--- src/rtl/spi_pwm_cfg_pkg.sv ---
// spi_pwm_cfg_pkg
// Shared definitions for the SPI PWM configuration controller:
//   - register address map of the five 8-bit PWM configuration registers
//   - SPI frame length
//   - controller FSM state type
package spi_pwm_cfg_pkg;

  // Register address map. These are 3-bit values because the register file
  // holds only five entries.
  localparam logic [2:0] ADDR_EN_OUT_LO = 3'd0;
  localparam logic [2:0] ADDR_EN_OUT_HI = 3'd1;
  localparam logic [2:0] ADDR_EN_PWM_LO = 3'd2;
  localparam logic [2:0] ADDR_EN_PWM_HI = 3'd3;
  localparam logic [2:0] ADDR_DUTY      = 3'd4;

  // Frame layout: R/W bit, 7-bit address, 8-bit data.
  localparam int FRAME_BITS = 16;

  typedef enum logic [1:0] {
    IDLE   = 2'd0,
    SHIFT  = 2'd1,
    COMMIT = 2'd2
  } state_e;

endpackage

--- src/rtl/spi_pwm_config_ctrl_if.sv ---
// spi_pwm_config_ctrl_if
// SPI pin bundle between the host (master) and the configuration
// controller (slave).
//   sclk : SPI clock, idle low (mode 0)
//   copi : controller-out / peripheral-in data, MSB first
//   ncs  : chip select, active low
//   cipo : controller-in / peripheral-out data (readback only)
interface spi_pwm_config_ctrl_if;
  logic sclk;
  logic copi;
  logic ncs;
  logic cipo;

  modport master (output sclk, output copi, output ncs, input cipo);
  modport slave  (input sclk, input copi, input ncs, output cipo);
endinterface

--- src/rtl/spi_sync_edge.sv ---
// spi_sync_edge
// Brings one asynchronous input into the clk domain through SYNC_STAGES
// flops (SYNC_STAGES must be at least 2) and adds one history flop so that
// single-cycle rise/fall pulses can be derived from the synchronized level.
// Ports:
//   clk, rst  : system clock, asynchronous active-high reset
//   async_in  : asynchronous input pin
//   sync_out  : synchronized level
//   rise/fall : one-cycle pulses on synchronized edges
module spi_sync_edge #(
  parameter int SYNC_STAGES = 2
) (
  input  logic clk,
  input  logic rst,
  input  logic async_in,
  output logic sync_out,
  output logic rise,
  output logic fall
);

  logic [SYNC_STAGES-1:0] sync_q;
  logic [SYNC_STAGES-1:0] sync_d;
  logic                   hist_q;
  logic                   hist_d;

  always_comb begin
    sync_d = {sync_q[SYNC_STAGES-2:0], async_in};
    hist_d = sync_q[SYNC_STAGES-1];
  end

  always_ff @(posedge clk or posedge rst) begin
    if (rst) begin
      sync_q <= '0;
      hist_q <= 1'b0;
    end else begin
      sync_q <= sync_d;
      hist_q <= hist_d;
    end
  end

  assign sync_out = sync_q[SYNC_STAGES-1];
  assign rise     = sync_out & ~hist_q;
  assign fall     = ~sync_out & hist_q;

endmodule

--- src/rtl/spi_pwm_config_ctrl.sv ---
// spi_pwm_config_ctrl
// SPI-slave configuration controller owning the PWM peripheral's register
// file. Host write frames (16 bits, MSB first: R/W, addr[6:0], data[7:0])
// arrive asynchronously to clk and are turned into synchronous register
// updates with a one-cycle cfg_update pulse.
// Optional feature macro: SPI_READBACK_EN enables read frames, which return
// the addressed register on cipo during bits 8..15. Without it cipo is 0.
// Ports:
//   clk, rst          : system clock, asynchronous active-high reset
//   spi (slave)       : sclk / copi / ncs in, cipo out
//   en_reg_out_7_0    : register 0x00
//   en_reg_out_15_8   : register 0x01
//   en_reg_pwm_7_0    : register 0x02
//   en_reg_pwm_15_8   : register 0x03
//   pwm_duty_cycle    : register 0x04
//   cfg_update        : one-cycle pulse when a register is committed
module spi_pwm_config_ctrl
  import spi_pwm_cfg_pkg::*;
#(
  parameter int         SYNC_STAGES = 2,
  parameter logic [6:0] MAX_ADDR    = 7'h04
) (
  input  logic                  clk,
  input  logic                  rst,
  spi_pwm_config_ctrl_if.slave  spi,
  output logic [7:0]            en_reg_out_7_0,
  output logic [7:0]            en_reg_out_15_8,
  output logic [7:0]            en_reg_pwm_7_0,
  output logic [7:0]            en_reg_pwm_15_8,
  output logic [7:0]            pwm_duty_cycle,
  output logic                  cfg_update
);

  localparam logic [1:0] ST_IDLE   = IDLE;
  localparam logic [1:0] ST_SHIFT  = SHIFT;
  localparam logic [1:0] ST_COMMIT = COMMIT;

  // Bit counter value that marks a frame longer than FRAME_BITS.
  localparam logic [4:0] CNT_OVERFLOW = 5'(FRAME_BITS + 1);

  logic sclk_sync, sclk_rise, sclk_fall;
  logic copi_sync, copi_rise, copi_fall;
  logic ncs_sync, ncs_rise, ncs_fall;

  spi_sync_edge #(.SYNC_STAGES(SYNC_STAGES)) u_sync_sclk (
    .clk(clk), .rst(rst), .async_in(spi.sclk),
    .sync_out(sclk_sync), .rise(sclk_rise), .fall(sclk_fall)
  );

  spi_sync_edge #(.SYNC_STAGES(SYNC_STAGES)) u_sync_copi (
    .clk(clk), .rst(rst), .async_in(spi.copi),
    .sync_out(copi_sync), .rise(copi_rise), .fall(copi_fall)
  );

  spi_sync_edge #(.SYNC_STAGES(SYNC_STAGES)) u_sync_ncs (
    .clk(clk), .rst(rst), .async_in(spi.ncs),
    .sync_out(ncs_sync), .rise(ncs_rise), .fall(ncs_fall)
  );

  logic [1:0]  state_q, state_d;
  logic [4:0]  cnt_q, cnt_d;
  logic [15:0] shift_q, shift_d;
  logic [7:0]  out_lo_q, out_lo_d;
  logic [7:0]  out_hi_q, out_hi_d;
  logic [7:0]  pwm_lo_q, pwm_lo_d;
  logic [7:0]  pwm_hi_q, pwm_hi_d;
  logic [7:0]  duty_q, duty_d;
  logic        cfg_update_q, cfg_update_d;

  logic [6:0]  frame_addr;
  logic [7:0]  frame_data;
  logic        commit_ok;

  assign frame_addr = shift_q[14:8];
  assign frame_data = shift_q[7:0];
  assign commit_ok  = (cnt_q == 5'(FRAME_BITS)) && shift_q[15] &&
                      (frame_addr <= MAX_ADDR);

  // The SHIFT state is only left through ncs_rise; an sclk_rise in the
  // same cycle as ncs_rise belongs to no frame and is dropped. COMMIT also
  // accepts a new ncs_fall directly so a back-to-back frame is not lost.
  always_comb begin
    state_d      = state_q;
    cnt_d        = cnt_q;
    shift_d      = shift_q;
    out_lo_d     = out_lo_q;
    out_hi_d     = out_hi_q;
    pwm_lo_d     = pwm_lo_q;
    pwm_hi_d     = pwm_hi_q;
    duty_d       = duty_q;
    cfg_update_d = 1'b0;

    case (state_q)
      ST_IDLE: begin
        if (ncs_fall) begin
          cnt_d   = 5'd0;
          shift_d = 16'h0000;
          state_d = ST_SHIFT;
        end
      end

      ST_SHIFT: begin
        if (ncs_rise) begin
          state_d = ST_COMMIT;
        end else if (sclk_rise) begin
          shift_d = {shift_q[14:0], copi_sync};
          cnt_d   = (cnt_q >= CNT_OVERFLOW) ? CNT_OVERFLOW : cnt_q + 5'd1;
        end
      end

      ST_COMMIT: begin
        if (commit_ok) begin
          cfg_update_d = 1'b1;
          case (frame_addr)
            7'(ADDR_EN_OUT_LO): out_lo_d = frame_data;
            7'(ADDR_EN_OUT_HI): out_hi_d = frame_data;
            7'(ADDR_EN_PWM_LO): pwm_lo_d = frame_data;
            7'(ADDR_EN_PWM_HI): pwm_hi_d = frame_data;
            7'(ADDR_DUTY):      duty_d   = frame_data;
            default: cfg_update_d = 1'b0;
          endcase
        end
        state_d = ST_IDLE;
        if (ncs_fall) begin
          cnt_d   = 5'd0;
          shift_d = 16'h0000;
          state_d = ST_SHIFT;
        end
      end

      default: state_d = ST_IDLE;
    endcase
  end

  always_ff @(posedge clk or posedge rst) begin
    if (rst) begin
      state_q      <= ST_IDLE;
      cnt_q        <= 5'd0;
      shift_q      <= 16'h0000;
      out_lo_q     <= 8'h00;
      out_hi_q     <= 8'h00;
      pwm_lo_q     <= 8'h00;
      pwm_hi_q     <= 8'h00;
      duty_q       <= 8'h00;
      cfg_update_q <= 1'b0;
    end else begin
      state_q      <= state_d;
      cnt_q        <= cnt_d;
      shift_q      <= shift_d;
      out_lo_q     <= out_lo_d;
      out_hi_q     <= out_hi_d;
      pwm_lo_q     <= pwm_lo_d;
      pwm_hi_q     <= pwm_hi_d;
      duty_q       <= duty_d;
      cfg_update_q <= cfg_update_d;
    end
  end

  assign en_reg_out_7_0  = out_lo_q;
  assign en_reg_out_15_8 = out_hi_q;
  assign en_reg_pwm_7_0  = pwm_lo_q;
  assign en_reg_pwm_15_8 = pwm_hi_q;
  assign pwm_duty_cycle  = duty_q;
  assign cfg_update      = cfg_update_q;

  logic unused_sync;
  assign unused_sync = ^{sclk_sync, copi_rise, copi_fall, ncs_sync};

`ifdef SPI_READBACK_EN
  logic [7:0] rd_shift_q, rd_shift_d;
  logic [6:0] rd_addr;
  logic       rd_is_read;
  logic [7:0] rd_value;

  // On the 8th sclk_rise the header byte is {shift_q[6:0], copi_sync}.
  assign rd_is_read = ~shift_q[6];
  assign rd_addr    = {shift_q[5:0], copi_sync};

  always_comb begin
    rd_value = 8'h00;
    if (rd_addr <= MAX_ADDR) begin
      case (rd_addr)
        7'(ADDR_EN_OUT_LO): rd_value = out_lo_q;
        7'(ADDR_EN_OUT_HI): rd_value = out_hi_q;
        7'(ADDR_EN_PWM_LO): rd_value = pwm_lo_q;
        7'(ADDR_EN_PWM_HI): rd_value = pwm_hi_q;
        7'(ADDR_DUTY):      rd_value = duty_q;
        default:            rd_value = 8'h00;
      endcase
    end
  end

  // The MSB is presented right after the header, so the sclk_fall that
  // follows the 8th rise must not shift; shifting resumes after the host
  // has sampled bit 8, i.e. on falls that see the counter at 9..15.
  always_comb begin
    rd_shift_d = rd_shift_q;
    if (state_q != ST_SHIFT) begin
      rd_shift_d = 8'h00;
    end else if (sclk_rise && !ncs_rise && (cnt_q == 5'd7)) begin
      rd_shift_d = rd_is_read ? rd_value : 8'h00;
    end else if (sclk_fall && (cnt_q >= 5'd9) && (cnt_q <= 5'd15)) begin
      rd_shift_d = {rd_shift_q[6:0], 1'b0};
    end
  end

  always_ff @(posedge clk or posedge rst) begin
    if (rst) begin
      rd_shift_q <= 8'h00;
    end else begin
      rd_shift_q <= rd_shift_d;
    end
  end

  assign spi.cipo = rd_shift_q[7] & (state_q == ST_SHIFT);
`else
  logic unused_rd;
  assign unused_rd = sclk_fall;
  assign spi.cipo  = 1'b0;
`endif

endmodule
--- src/flat_wrapper.sv ---
// flat-port wrapper written by rule: the top's interface ports become plain ports
module spi_pwm_config_ctrl_flat import spi_pwm_cfg_pkg::*;
#(
  parameter int         SYNC_STAGES = 2,
  parameter logic [6:0] MAX_ADDR    = 7'h04
)
  (clk, rst, en_reg_out_7_0, en_reg_out_15_8, en_reg_pwm_7_0, en_reg_pwm_15_8, pwm_duty_cycle, cfg_update, spi_sclk, spi_copi, spi_ncs, spi_cipo);
  spi_pwm_config_ctrl_if spi_i ();
  input  logic clk;
  input  logic rst;
  output logic [7:0] en_reg_out_7_0;
  output logic [7:0] en_reg_out_15_8;
  output logic [7:0] en_reg_pwm_7_0;
  output logic [7:0] en_reg_pwm_15_8;
  output logic [7:0] pwm_duty_cycle;
  output logic cfg_update;
  input wire logic [$bits(spi_i.sclk)-1:0] spi_sclk;
  input wire logic [$bits(spi_i.copi)-1:0] spi_copi;
  input wire logic [$bits(spi_i.ncs)-1:0] spi_ncs;
  output wire logic [$bits(spi_i.cipo)-1:0] spi_cipo;
  assign spi_i.sclk = spi_sclk;
  assign spi_i.copi = spi_copi;
  assign spi_i.ncs = spi_ncs;
  assign spi_cipo = spi_i.cipo;
  spi_pwm_config_ctrl #(.SYNC_STAGES(SYNC_STAGES), .MAX_ADDR(MAX_ADDR)) u_core (.clk(clk), .rst(rst), .spi(spi_i), .en_reg_out_7_0(en_reg_out_7_0), .en_reg_out_15_8(en_reg_out_15_8), .en_reg_pwm_7_0(en_reg_pwm_7_0), .en_reg_pwm_15_8(en_reg_pwm_15_8), .pwm_duty_cycle(pwm_duty_cycle), .cfg_update(cfg_update));
endmodule
--- config.mk ---
export PLATFORM = sky130hd
export DESIGN_NAME = spi_pwm_config_ctrl_flat
export DESIGN_NICKNAME = d
export VERILOG_FILES = /design/src/rtl/spi_pwm_cfg_pkg.sv /design/src/rtl/spi_pwm_config_ctrl_if.sv /design/src/rtl/spi_sync_edge.sv /design/src/rtl/spi_pwm_config_ctrl.sv /design/src/flat_wrapper.sv
export SDC_FILE = /design/constraint.sdc
export NUM_CORES = 1
export LEC_CHECK = 0
export CAP_MARGIN = 20
export CORE_MARGIN = 3
export CORE_UTILIZATION = 50
export CTS_CLUSTER_SIZE = 25
export DETAILED_ROUTE_END_ITERATION = 7
export GPL_TIMING_DRIVEN = 1
export PLACE_DENSITY = 0.76
export SYNTH_ARGS = -nofsm -noshare
export SYNTH_HDL_FRONTEND = slang
export SYNTH_SLANG_ARGS = --single-unit
--- constraint.sdc ---
create_clock -name clk -period 3 [get_ports clk]
set_clock_uncertainty 0.2 [all_clocks]
set_input_delay 0.45 -clock clk [delete_from_list [all_inputs] [get_ports clk]]
set_output_delay 0.45 -clock clk [all_outputs]
set_load 0.01 [all_outputs]
==> summary.txt <==
Power and ir drop
  • PD cells: roughly 500 nW/um^2
  • Total chip power: ~0.0017 W
  • Total leakage power: 1.75 nW
  • VDD IR max: ~0.33 mV

Synth
  • Ys flop type: dfrtp_1
  • Commonest cells in the netlist: 72 x dfrtp_1, 38 x nand2_1, 32 x mux2_2, 22 x nand3_1, 8 x mux2_1
  • Post-synth cell types: 32
  • Number of synthesized flops with an enable pin: 0
  • Area leader, netlist: dfrtp_1
  • Sequential area share after synthesis: 64.1%
  • Syn nets: 224
  • Most frequent cell after synthesis: dfrtp_1
  • Synth area leaders: dfrtp_1 64%, mux2_2 13%, nand2_1 5.1%
  • Synth warnings: 0
  • Asr flop ratio synth: between 90% and 100%
  • Synth Cell Area: roughly 2800 sq um
  • Yosys top cell area share: 64.1%
  • Cells after Synth: about 220
  • Synthesized flop and latch total: about 70
  • Syn avg cell area: 13.0 sq um

STA
  • Post-route minimum period: ~2.6 ns
  • Max-slew headroom: between 40% and 50%
  • Fin. Hold Viols: 0
  • Setup TNS: 0 ns
  • Slew Viols, Final: 0
  • Final period utilization: between 80% and 90%
  • RSZ-0062 raised after global routing: no
  • Final Setup Violations: 0
  • Slew @ Worst Pin: roughly 0.78 ns
  • Fmax: a little under 400 MHz

Finish
  • Finished Layout Cells: 341
  • Fill count: 420
  • # diodes: 0
  • Fraction of layout cells with a size suffix above 1: a little under a fifth
  • Final net count: 276
  • P&R area growth vs syn: 24.3%
  • Finished Core Util: 66.3%
  • Register Area: about 1800 sq um
  • Final instance area: about 3500 sq um
  • Multi-input logic area: ~960 sq um

Routing
  • Met2 routed WL: 2560 microns
  • Vias per cell: 5.31
  • WL final: 5380 microns
  • Highest routed layer: met4
  • Met3 Wirelength: 283 microns
  • Drt initial violations: between 100 and 150
  • Drt first pass iters: 4
  • Drt drc: 0
  • Vias: ~1800
  • Antenna-violating nets left: 0
  • Routed WL per cell: ~16 microns
  • DRT met1 WL: 2480 microns

Floorplanning
  • Initial Util: a little over half
  • Core Rows: 26
  • Vert. Die Dim: about 80 microns
  • Die X: 81.0 microns
  • I/O pin count: 47
  • Placeable Area: roughly 5300 sq um
  • Die area: ~6600 sq um

Clock tree
  • Clock sinks: 72
  • CTS tree: built
  • Clock-pin slew on the worst setup and hold paths: about 0.070 ns
  • Postcts setup bufs: 0
  • Hold_buf cts: 0
  • CTS Buf Count: 9
  • Maximum clock path buffer count: 2
  • Post-CTS Resized: 0
  • Worst-Skew Late Latency: around 0.34 ns
  • CTS root buf: clkbuf_8
  • H-tree depth: 3

Place
  • DP Area: around 3300 sq um
  • IO buf count: 45
  • Placed insts: roughly 330
  • RePlAce Congestion: ~0.81
  • HPWL after detailed placement: 3480 microns

Status
  • Status: finished clean

Critical path
  • Crit end category: flop
  • Worst-path maximum fanout: 8
  • Crit path arrival time: between 2 and 3 ns
  • Worst EP required: 3.01 ns
  • WS Path Type: flop to flop
  • Startpoint types: flop

Hold path
  • Hold crit path type: flop to flop

Global route
  • Initial antenna violation count: 0
  • Vias in the first global route: about 1800
  • Largest net degree at the start of global routing: 31
  • First-pass GRT wire length: approximately 8900 microns
  • Grt ovf: 0
  • GR Util All Layers: approximately 18%

Job
  • Number of max-cap violations: 0
[path summary, 6_finish.rpt]
kind | start | end | slack [ns] | depth (start not counted)
max reg2reg | u_core.cnt_q[1] | u_core.en_reg_pwm_15_8[7] | 0.41 | 6
max in group asynchronous | rst | u_core.en_reg_out_15_8[6] | 1.53 | 3
min in group asynchronous | rst | u_core.en_reg_out_7_0[1] | 0.31 | 2
min | u_core.u_sync_copi.sync_q[0] | u_core.u_sync_copi.sync_q[1] | 0.15 | 0
min reg2reg | u_core.u_sync_copi.sync_q[0] | u_core.u_sync_copi.sync_q[1] | 0.15 | 0
max | u_core.cnt_q[1] | u_core.en_reg_pwm_15_8[7] | 0.41 | 6
[stage by stage]
stage,hold slack [ns],worst slack (ns)
6_report,0.150,0.408
5_1_grt,0.159,0.237
4_1_cts,0.153,0.394
3_5_place_dp,0.139,0.398
3_3_place_gp,0.132,0.445
2_1_floorplan,0.131,0.525
[state kept, by name, indices dropped and copies added, names as in the netlist, 5 cells and up]
name                    flops
u_core.cnt_q                5
u_core.en_reg_pwm_15_8      8
u_core.en_reg_out_15_8      8
u_core.en_reg_pwm_7_0       8
u_core.shift_q             16
u_core.en_reg_out_7_0       8
u_core.pwm_duty_cycle       8
[where the power goes]
group,switching [W],leakage (nW),total (W),internal [W]
combinational,0.0000603,0.685,0.0000924,0.0000321
clock,0.000320,0.0794,0.000634,0.000313
sequential,0.0000279,0.984,0.00102,0.000993
[critical path: stages, from the launching register on]
cell	delay (ns)
dfrtp_1	0.43
inv_1	0.09
ha_1	0.13
or4bb_1	0.54
nor4_4	0.24
and3_1	0.47
mux2_1	0.37
[layer usage]
layer	GRT usage (%)	vias up
met5	0	-
met4	7.60	0
met3	6.54	6
met2	27.6	45
met1	24.5	916
li1	-	844
[placed cells by master, fill, tap and decap left out, drive strengths merged]
cell type	n
dfrtp	72
clkdlybuf4s50	45
mux2	40
nand2	39
nand3	22
clkbuf	13
buf	4
inv	4
nor2	3
ha	3
nand3b	3
nand2b	2
nor2b	2
o21ai	2
or4	2
and4b	1
nand4b	1
or4bb	1
nor4	1
and3	1
a41oi	1
a21oi	1
nor3	1
nand4	1
a32oi	1
mux2i	1
and2	1
o211ai	1
conb	1
clkinv	1
[logic make-up (layout without fill, tap and decap cells)]
group,count (synthesis),count (layout),synth area share [%]
muxes,41,41,16.4
other,1,1,0.133
and+or+nand+nor,81,81,14.8
AOI/OAI and AO/OA,6,6,1.42
adders and majority gates,3,3,1.34
buffers and inverters,12,67,1.87
DFF,72,72,64.1
[cell type report]
class	instances	area share (%)
Inverter	4	0.429
Sequential cell	72	51.5
Tap cell	70	2.51
Timing Repair Buffer	49	13.7
Multi-Input combinational cell	132	27.4
Clock inverter	1	0.143
Clock buffer	13	4.26
No activity file was read; power rests on OpenSTA's default activity.
